$ cat config.mk
export PLATFORM = sky130hd
export DESIGN_NAME = als_seq_unit
export DESIGN_NICKNAME = d
export VERILOG_FILES = /design/src/rtl/als_pkg.sv /design/src/rtl/als_iter_shifter.sv /design/src/rtl/als_seq_unit.sv
export SDC_FILE = /design/constraint.sdc
export NUM_CORES = 1
export LEC_CHECK = 0
export ABC_AREA = 1
export CORE_MARGIN = 2
export CORE_UTILIZATION = 45
export CTS_CLUSTER_SIZE = 20
export DETAILED_ROUTE_END_ITERATION = 10
export PLACE_DENSITY_LB_ADDON = 0.3
export SETUP_SLACK_MARGIN = 0.15
export SLEW_MARGIN = 10
export SYNTH_ARGS = -nofsm -noshare
export SYNTH_HDL_FRONTEND = slang
export SYNTH_SLANG_ARGS = --single-unit
$ cat constraint.sdc
create_clock -name Clk -period 3.3 [get_ports Clk]
set_clock_uncertainty 0.1 [all_clocks]
set_input_delay 0.495 -clock Clk [delete_from_list [all_inputs] [get_ports Clk]]
set_output_delay 0.495 -clock Clk [all_outputs]
set_load 0.01 [all_outputs]
$ cat src/rtl/als_pkg.sv
// Shared types for the sequential arithmetic/logic/shift unit:
// opcode enums, FSM states and the registered flag bundle.
package als_pkg;

    typedef enum logic [2:0] {
        ALU_LOAD = 3'b000,
        ALU_ADD  = 3'b001,
        ALU_SUB  = 3'b010,
        ALU_AND  = 3'b011,
        ALU_INC  = 3'b100,
        ALU_NOT  = 3'b101,
        ALU_XOR  = 3'b110,
        ALU_CMP  = 3'b111
    } alu_op_t;

    typedef enum logic [2:0] {
        SH_PASS  = 3'b000,
        SH_LOAD  = 3'b001,
        SH_SLL   = 3'b010,
        SH_SRL   = 3'b011,
        SH_SRA   = 3'b100,
        SH_ROR   = 3'b101,
        SH_ROL   = 3'b110,
        SH_PASS2 = 3'b111
    } shift_op_t;

    typedef enum logic [1:0] {
        IDLE  = 2'd0,
        SHIFT = 2'd1,
        DONE  = 2'd2
    } state_t;

    typedef struct packed {
        logic ovf;
        logic neg;
        logic zero;
        logic eq;
        logic gt;
        logic lt;
    } flags_t;

endpackage

$ cat src/rtl/als_iter_shifter.sv
// Iterative shifter: working register plus remaining-count register,
// advancing min(STEP, remaining) bits per enabled cycle.
// Ports: clk, rst (async, active-high), load (capture data/op/shamt),
//   step (advance one iteration), op, shamt, data,
//   value (working register after the current step, combinational),
//   done (the current step is the last one).
// Rotates exist only when ALS_ROTATE_EN is defined.
module als_iter_shifter
    import als_pkg::*;
#(
    parameter int WIDTH = 32,
    parameter int STEP  = 1,
    localparam int SHW  = $clog2(WIDTH)
) (
    input  logic             clk,
    input  logic             rst,
    input  logic             load,
    input  logic             step,
    input  shift_op_t        op,
    input  logic [SHW-1:0]   shamt,
    input  logic [WIDTH-1:0] data,
    output logic [WIDTH-1:0] value,
    output logic             done
);

    localparam logic [SHW:0] STEP_W = (SHW+1)'(STEP);

    logic [WIDTH-1:0] work;
    logic [SHW-1:0]   rem;
    logic [SHW-1:0]   amt;
    shift_op_t        op_q;

    // amt only takes STEP when STEP <= rem < WIDTH, so it fits SHW bits
    always_comb begin
        if ({1'b0, rem} < STEP_W) begin
            amt = rem;
        end else begin
            amt = STEP_W[SHW-1:0];
        end
    end

    assign done = ({1'b0, rem} <= STEP_W);

`ifdef ALS_ROTATE_EN
    localparam logic [SHW:0] WIDTH_W = (SHW+1)'(WIDTH);
    logic [SHW:0] inv;
    assign inv = WIDTH_W - {1'b0, amt};
`endif

    always_comb begin
        value = work;
        case (op_q)
            SH_SLL: value = work << amt;
            SH_SRL: value = work >> amt;
            SH_SRA: value = WIDTH'($signed(work) >>> amt);
`ifdef ALS_ROTATE_EN
            SH_ROR: value = (work >> amt) | (work << inv);
            SH_ROL: value = (work << amt) | (work >> inv);
`endif
            default: value = work;
        endcase
    end

    always_ff @(posedge clk or posedge rst) begin
        if (rst) begin
            work <= '0;
            rem  <= '0;
            op_q <= SH_PASS;
        end else if (load) begin
            work <= data;
            rem  <= shamt;
            op_q <= op;
        end else if (step) begin
            work <= value;
            rem  <= rem - amt;
        end
    end

endmodule

$ cat src/rtl/als_seq_unit.sv
// Handshaked ALU + iterative shifter with registered result and flags.
// Ports: Clk, reset (async, active-high); in_valid/in_ready request;
//   mode (0 ALU, 1 shift), alu_sel, shift_op, shamt, oper_a, oper_b;
//   out_valid/out_ready result; result and six flags; busy in SHIFT.
// Define ALS_ROTATE_EN to enable ROR/ROL; otherwise they act as pass.
module als_seq_unit
    import als_pkg::*;
#(
    parameter int WIDTH = 32,
    parameter int STEP  = 1,
    localparam int SHW  = $clog2(WIDTH)
) (
    input  logic             Clk,
    input  logic             reset,
    input  logic             in_valid,
    output logic             in_ready,
    input  logic             mode,
    input  logic [2:0]       alu_sel,
    input  logic [2:0]       shift_op,
    input  logic [SHW-1:0]   shamt,
    input  logic [WIDTH-1:0] oper_a,
    input  logic [WIDTH-1:0] oper_b,
    output logic             out_valid,
    input  logic             out_ready,
    output logic [WIDTH-1:0] result,
    output logic             overflow,
    output logic             negative,
    output logic             zero,
    output logic             equal,
    output logic             greater,
    output logic             lesser,
    output logic             busy
);

    localparam int M = WIDTH - 1;

    state_t           state_q;
    state_t           state_d;
    logic             accept;
    logic             quick;
    logic             sh_load;
    logic             sh_done;
    logic [WIDTH-1:0] sh_value;
    logic [WIDTH-1:0] alu_r;
    logic             alu_ov;
    logic [WIDTH-1:0] result_q;
    flags_t           flags_q;
    alu_op_t          aop;
    shift_op_t        sop;

    assign aop = alu_op_t'(alu_sel);
    assign sop = shift_op_t'(shift_op);

    always_comb begin
        alu_r  = '0;
        alu_ov = 1'b0;
        case (aop)
            ALU_LOAD: alu_r = oper_a;
            ALU_ADD: begin
                alu_r  = oper_a + oper_b;
                alu_ov = (oper_a[M] == oper_b[M]) && (alu_r[M] != oper_a[M]);
            end
            ALU_SUB: begin
                alu_r  = oper_a - oper_b;
                alu_ov = (oper_a[M] != oper_b[M]) && (alu_r[M] != oper_a[M]);
            end
            ALU_AND: alu_r = oper_a & oper_b;
            ALU_INC: begin
                alu_r  = oper_a + WIDTH'(1);
                alu_ov = !oper_a[M] && alu_r[M];
            end
            ALU_NOT: alu_r = ~oper_a;
            ALU_XOR: alu_r = oper_a ^ oper_b;
            default: alu_r = '0;
        endcase
    end

    // Shifts that finish without iterating: result is simply oper_a
    always_comb begin
        quick = 1'b0;
        case (sop)
            SH_PASS, SH_LOAD, SH_PASS2: quick = 1'b1;
`ifndef ALS_ROTATE_EN
            SH_ROR, SH_ROL: quick = 1'b1;
`endif
            default: quick = 1'b0;
        endcase
        if (shamt == '0) begin
            quick = 1'b1;
        end
    end

    always_comb begin
        state_d  = state_q;
        in_ready = (state_q == IDLE) || (state_q == DONE && out_ready);
        accept   = in_valid && in_ready;
        sh_load  = accept && mode && !quick;
        unique case (state_q)
            IDLE, DONE: begin
                if (accept) begin
                    state_d = sh_load ? SHIFT : DONE;
                end else if (state_q == DONE && out_ready) begin
                    state_d = IDLE;
                end
            end
            SHIFT: begin
                if (sh_done) begin
                    state_d = DONE;
                end
            end
            default: state_d = IDLE;
        endcase
    end

    always_ff @(posedge Clk or posedge reset) begin
        if (reset) begin
            state_q <= IDLE;
        end else begin
            state_q <= state_d;
        end
    end

    always_ff @(posedge Clk or posedge reset) begin
        if (reset) begin
            result_q <= '0;
            flags_q  <= '0;
        end else if (accept && !mode) begin
            result_q     <= alu_r;
            flags_q.ovf  <= alu_ov;
            flags_q.neg  <= alu_r[M];
            flags_q.zero <= (alu_r == '0);
            flags_q.eq   <= (oper_a == oper_b);
            flags_q.gt   <= ($signed(oper_a) > $signed(oper_b));
            flags_q.lt   <= ($signed(oper_a) < $signed(oper_b));
        end else if (accept && quick) begin
            result_q     <= oper_a;
            flags_q      <= '0;
            flags_q.neg  <= oper_a[M];
            flags_q.zero <= (oper_a == '0);
        end else if (state_q == SHIFT && sh_done) begin
            result_q     <= sh_value;
            flags_q      <= '0;
            flags_q.neg  <= sh_value[M];
            flags_q.zero <= (sh_value == '0);
        end
    end

    als_iter_shifter #(
        .WIDTH (WIDTH),
        .STEP  (STEP)
    ) u_shift (
        .clk   (Clk),
        .rst   (reset),
        .load  (sh_load),
        .step  (state_q == SHIFT),
        .op    (sop),
        .shamt (shamt),
        .data  (oper_a),
        .value (sh_value),
        .done  (sh_done)
    );

    assign out_valid = (state_q == DONE);
    assign busy      = (state_q == SHIFT);
    assign result    = result_q;
    assign overflow  = flags_q.ovf;
    assign negative  = flags_q.neg;
    assign zero      = flags_q.zero;
    assign equal     = flags_q.eq;
    assign greater   = flags_q.gt;
    assign lesser    = flags_q.lt;

endmodule

Word level (Yosys, flattened, before mapping)
Cells that the tools add are included.

storage, ports and cells
  register bits after elaboration = 80
  bits of input ports = 80
  word-level logic and storage cells = 94

cells by class
  add/sub/neg operators = 4
  order comparisons = 4
  eq/ne operators = 22
  shift-type cells = 3
  multiplexer cells = 21
  bitwise operators = 3
  reductions and logical operators = 26

operators by type and width
  operator                                                         number
  32-bit case mux with 7 select lines                              1
  32-bit two-way mux                                               5
  32-bit logical NOT                                               3
  32-bit case mux with 3 select lines                              1
  32-bit by 1-bit adder with 32-bit output, second input constant  1
  32-bit adder                                                     1
  32-bit AND                                                       1
  32-bit == test                                                   1
  32-bit greater-than comparator                                   1
  32-bit less-than comparator                                      1
  32-bit inverter                                                  1
  32-bit by 5-bit left shift with 32-bit output                    1
  32-bit by 5-bit right shift with 32-bit output                   1
  32-bit by 5-bit >>> shifter with 32-bit output                   1
  32-bit subtractor                                                1
  32-bit XOR                                                       1
  3-bit == test, second input constant                             7
  6-bit two-way mux                                                3
  5-bit two-way mux                                                3
  3-bit by 2-bit == test with 1-bit output, second input constant  4
  1-bit logical AND                                                10
  2-bit two-way mux                                                4
  3-bit by 1-bit == test with 1-bit output, second input constant  2
  3-bit logical NOT                                                2
  21 further kinds                                                 26

Logic depth before layout (Yosys ltp)
  depth after elaboration = 9
  mapped depth = 21
  mapped depth without buffers = 20

Modules after synthesis
A second synthesis with hierarchy kept.

second synthesis, totals
  cells, all modules = 2370
  area total of the unflattened synthesis = 12742.2 sq um

modules (own cells, without submodules)
  module            times used  cells each  area each (sq um)
  als_seq_unit      1           1925        9823.2
  als_iter_shifter  1           445         2919.0

Least setup slack after synthesis
Ideal clock, no wire load.

  path type = input to register
  start point = input port oper_a[2]
  end point = register zero (netlist name)
  setup time = 0.073 ns
  data arrival time = 2.791 ns
  data required time = 3.127 ns
  setup slack = 0.336 ns
  cell stages on the path = 15
  path buffers = 1
  cell sequence = buf_2 nand3_1 nor2_1 nand3_1 or4_1 nor4_1 ha_1 nor2_1 a2111oi_0 nand3_1 nor2_1 nand2_1 nor2_1 nand3_1 a21oi_2

on the way
  longest elaborated chain between the ends = 4
  elaborated cells on any way between the ends = 11
  classes of those cells = 3 x add/sub; 3 x mux; 3 x bitwise; 2 x reduce/logical

RTL lines
  element                                                           line                 text
  start, declared                                                   als_seq_unit.sv:21   input logic [WIDTH-1:0] oper_a,
  32-bit by 1-bit adder with 32-bit output (tied with other cells)  als_seq_unit.sv:69   alu_r = oper_a + WIDTH'(1);
  32-bit case mux with 7 select lines                               als_seq_unit.sv:57   case (aop)
  32-bit logical NOT                                                als_seq_unit.sv:131  flags_q.zero <= (alu_r == '0);
  6-bit two-way mux (*)                                             als_seq_unit.sv:127  end else if (accept && !mode) begin

Every way passes the cells marked *; elsewhere a longest branch is shown, timed or not.
A chain may end at the register's enable or synchronous reset.

Worst setup path in the final report
  start point = input port oper_b[27]
  end point = register zero (netlist name)

on the way
  longest elaborated chain between the ends = 4
  elaborated cells on any way between the ends = 7
  classes of those cells = 2 x add/sub; 2 x mux; 2 x bitwise; 1 x reduce/logical

RTL lines
  element                                    line                 text
  start, declared                            als_seq_unit.sv:22   input logic [WIDTH-1:0] oper_b,
  32-bit subtractor (tied with other cells)  als_seq_unit.sv:64   alu_r = oper_a - oper_b;
  32-bit case mux with 7 select lines (*)    als_seq_unit.sv:57
  32-bit logical NOT (*)                     als_seq_unit.sv:131
  6-bit two-way mux (*)                      als_seq_unit.sv:127

Marked as above.

==> flow_metrics.py <==
metrics = {
    "yosys": {
        "yosysTopAreaCell": "nand2_1",
        "ys_types": 54,
        "synth.avg_cell_area_um2": 5.47,
        "syn_inst": 2290,
        "synth.top_cell.area_share": 0.221,
        "synth_area_leaders": "nand2_1 (22%), dfrtp_1 (16%), inv_1 (11%)",
        "ys_ff_latch": 79,
        "yosysWarnings": 0,
        "synth_area_um2": 12500,
        "yosysSeqAreaShare": 0.158,
        "mappedNetlistNets": 2442,
    },
    "cells_and_area": {
        "synthToLayoutAreaGrowth_pct": 44.2,
        "fillers": 2636,
        "layout_commonest_cell": "nand2_1",
        "mostFrequentLayoutCells": "nand2_1 (685), buf_4 (391), inv_1 (349), nor2_1 (200), nand3_1 (188)",
        "postLayoutCellArea_um2": 18000,
        "final_nets": 2893,
        "layout-drive-gt1-share": 0.246,
        "antenna_cells": 0,
    },
    "pwr": {
        "cellPowerDensity_nw_per_um2": 478,
        "ir_drop_uv": 516,
        "power_mw": 8.62,
        "total_leakage_power_nw": 9.59,
    },
    "run": {
        "cap_violations": 0,
    },
    "global_route": {
        "grt_pass1_vias": 16000,
        "antenna_found_initial": 0,
        "grt_use_total": 0.418,
        "grt_overflow_total": 0,
        "grt_max_degree": 48,
        "grt_pass1_wl_um": 91800,
    },
    "cts": {
        "tritoncts": "yes",
        "cts_root_buf": "clkbuf_16",
        "clkTransAtPathRegs_ns": 0.07,
        "insertion_delay_ns": 0.35,
        "cts_sinks": 79,
        "numCtsBuffers": 9,
        "holdBufCountCts": 0,
        "clock_path_buffers": 2,
        "htree_levels": 3,
    },
    "worst_setup_path": {
        "start_kind": "input port",
        "slowest_stage": "clkdlybuf4s50_1",
        "crit_arrival_ns": 3.22,
        "path_delay_family": "simple AND/OR/NAND/NOR gates",
        "cpMostUsedCell": "nand3_1",
        "critPathKind": "input port to flop",
        "crit_path_cell_trace": "clkdlybuf4s50_1 -> inv_1 -> ha_1 -> inv_1 -> o21ai_0 -> nor2_1 -> nand2_1 -> a21oi_1 -> nand3_1 -> nand3_1 -> nand2_1 -> nor2_2 -> nand3_1 -> nor2_2 -> nand3_1 -> a21oi_2",
        "cp.required_ns": 3.48,
        "crit_buf_inv": 3,
        "crit_path_max_incr_delay_ns": 0.49,
        "critPathCaptureType": "flop",
        "path_max_fanout": 5,
    },
    "run_status": {
        "outcome": "completed",
    },
    "sta": {
        "drv_slew": 0,
        "period_share": 0.921,
        "setup_viol": 0,
        "slew_headroom": 0.204,
        "rsz0062_at_grt": "yes",
        "hold_viol": 0,
        "fmax_mhz": 329,
        "setup-tns-final_ns": 0,
        "tightest_slew_ns": 1.19,
        "finalCriticalPeriod_ns": 3.04,
    },
    "routing": {
        "via_per_inst": 5.64,
        "avgRoutedWirePerCell_um": 20.0,
        "ant_nets": 0,
        "dr.first_iter.drc_count": 2352,
        "vias": 17600,
        "remaining_drc_errors": 0,
        "routed_wl_um": 62400,
        "dr.pass1.iters": 6,
    },
    "die": {
        "initial_core_util": 0.454,
        "die_area_um2": 29200,
        "coreArea_um2": 27600,
        "die_h_um": 171,
        "num_rows": 61,
        "die-width_um": 171,
        "pin_count": 121,
    },
    "placed_design": {
        "gp_congestion": 1.01,
        "placed_area_um2": 16800,
        "io_buffers": 120,
        "hpwlAfterDp_um": 50600,
    },
    "worst_hold_path": {
        "hold_path_class": "flop to flop",
    },
}
flip-flops by register name, summed over array words and instances (netlist names), 2 cells and up:
name,count
u_shift.work,32
result,32
u_shift.op_q,3
state_q,2
u_shift.rem,5
repair_timing:
item,4_1_cts,5_1_grt
resized for setup,14,222
setup buffers,1,7
pin swaps,1,47
hold endpoints to repair,0,0
endpoints found under the setup margin,18,23
layout make-up:
cell class	count	area, um^2	share of cell area
Multi-Input combinational cell	1739	9440	0.523
Timing Repair Buffer	523	4400	0.244
Sequential cell	79	1980	0.110
Inverter	389	1460	0.0810
Tap cell	378	473	0.0262
Clock buffer	10	239	0.0132
Clock inverter	5	58.8	0.00326
metrics by stage:
| stage | hold WS (ns) | utilization | instances | worst slack, ns |
|---|---|---|---|---|
| finish | 0.380 | 0.655 | 3123 | 0.260 |
| global route | 0.403 | 0.655 | 3123 | 0.0496 |
| CTS | 0.383 | 0.624 | 3116 | 0.0643 |
| detailed placement | 0.365 | 0.611 | 3100 | -0.474 |
| global placement | 0.364 | 0.611 | 3100 | -0.416 |
| floorplan | 0.370 | - | 2290 | 0.336 |
power breakdown:
| group | internal (mW) | leakage [nW] | switching, mW | total, mW |
|---|---|---|---|---|
| sequential | 1.42 | 0.975 | 0.378 | 1.79 |
| combinational | 2.28 | 8.48 | 3.52 | 5.80 |
| clock | 0.603 | 0.141 | 0.429 | 1.03 |
| total | 4.30 | 9.59 | 4.33 | 8.62 |
final timing paths:
kind                                 start          endpoint  slack (ns)  cells past startpoint
hold / removal                  result[20]        result[20]        0.38                      2
min in group asynchronous            reset  u_shift.work[26]        0.43                      2
max in group asynchronous            reset  u_shift.work[11]        1.97                      3
setup / recovery                oper_b[27]              zero        0.26                     16
setup reg to reg           u_shift.op_q[0]              zero        0.36                     16
hold reg to reg                 result[20]        result[20]        0.38                      2
synth_stat cells, drive strengths merged:
library cell / instances
fa: 2
o21ai: 128
a311oi: 2
nor3: 30
and2: 6
o221ai: 47
a211oi: 5
or2: 8
o31ai: 2
nor2: 267
xor2: 4
nor4: 9
o221a: 2
inv: 385
a22o: 1
o211ai: 10
a2111oi: 1
o2111ai: 1
a31oi: 3
clkbuf: 28
o21a: 3
a21oi: 84
xnor2: 1
nand3b: 6
dfrtp: 79
nand4: 30
o21bai: 14
a221oi: 5
clkinv: 4
a32o: 1
a22oi: 7
ha: 70
o2bb2ai: 2
or4: 1
nand2: 748
buf: 55
nand3: 215
o22ai: 24
cells by family after synthesis:
group,count (synthesis),share of synthesized area
adders and majority gates,72,0.0732
xor gates and xnor gates,5,0.00350
DFF,79,0.158
buffers and inverters,472,0.151
AOI/OAI and AO/OA,342,0.168
and+or+nand+nor,1320,0.447
worst register-to-register path, stage by stage (launching register included):
cell	delay, ns
dfrtp_1	0.47
inv_2	0.08
nand3_2	0.08
inv_2	0.06
nor2_4	0.35
inv_2	0.08
nand2_2	0.09
inv_2	0.22
o21ai_1	0.50
nand2_1	0.10
nor2_1	0.11
nand2_1	0.07
nor2_1	0.19
nand2_1	0.10
nand2_1	0.06
nand2_1	0.09
a21oi_2	0.13
layer usage:
layer  GRT usage  vias to the layer above  wire length [um]  share of wire
met5           0                        -                 0              0
met4       0.208                        0              3920          0.063
met3      0.0747                      195              6540           0.10
met2       0.636                     1064             26200           0.42
li1            -                     8259                 -              -
met1       0.567                     8084             25800           0.41
(Power assumes the default switching activity.)
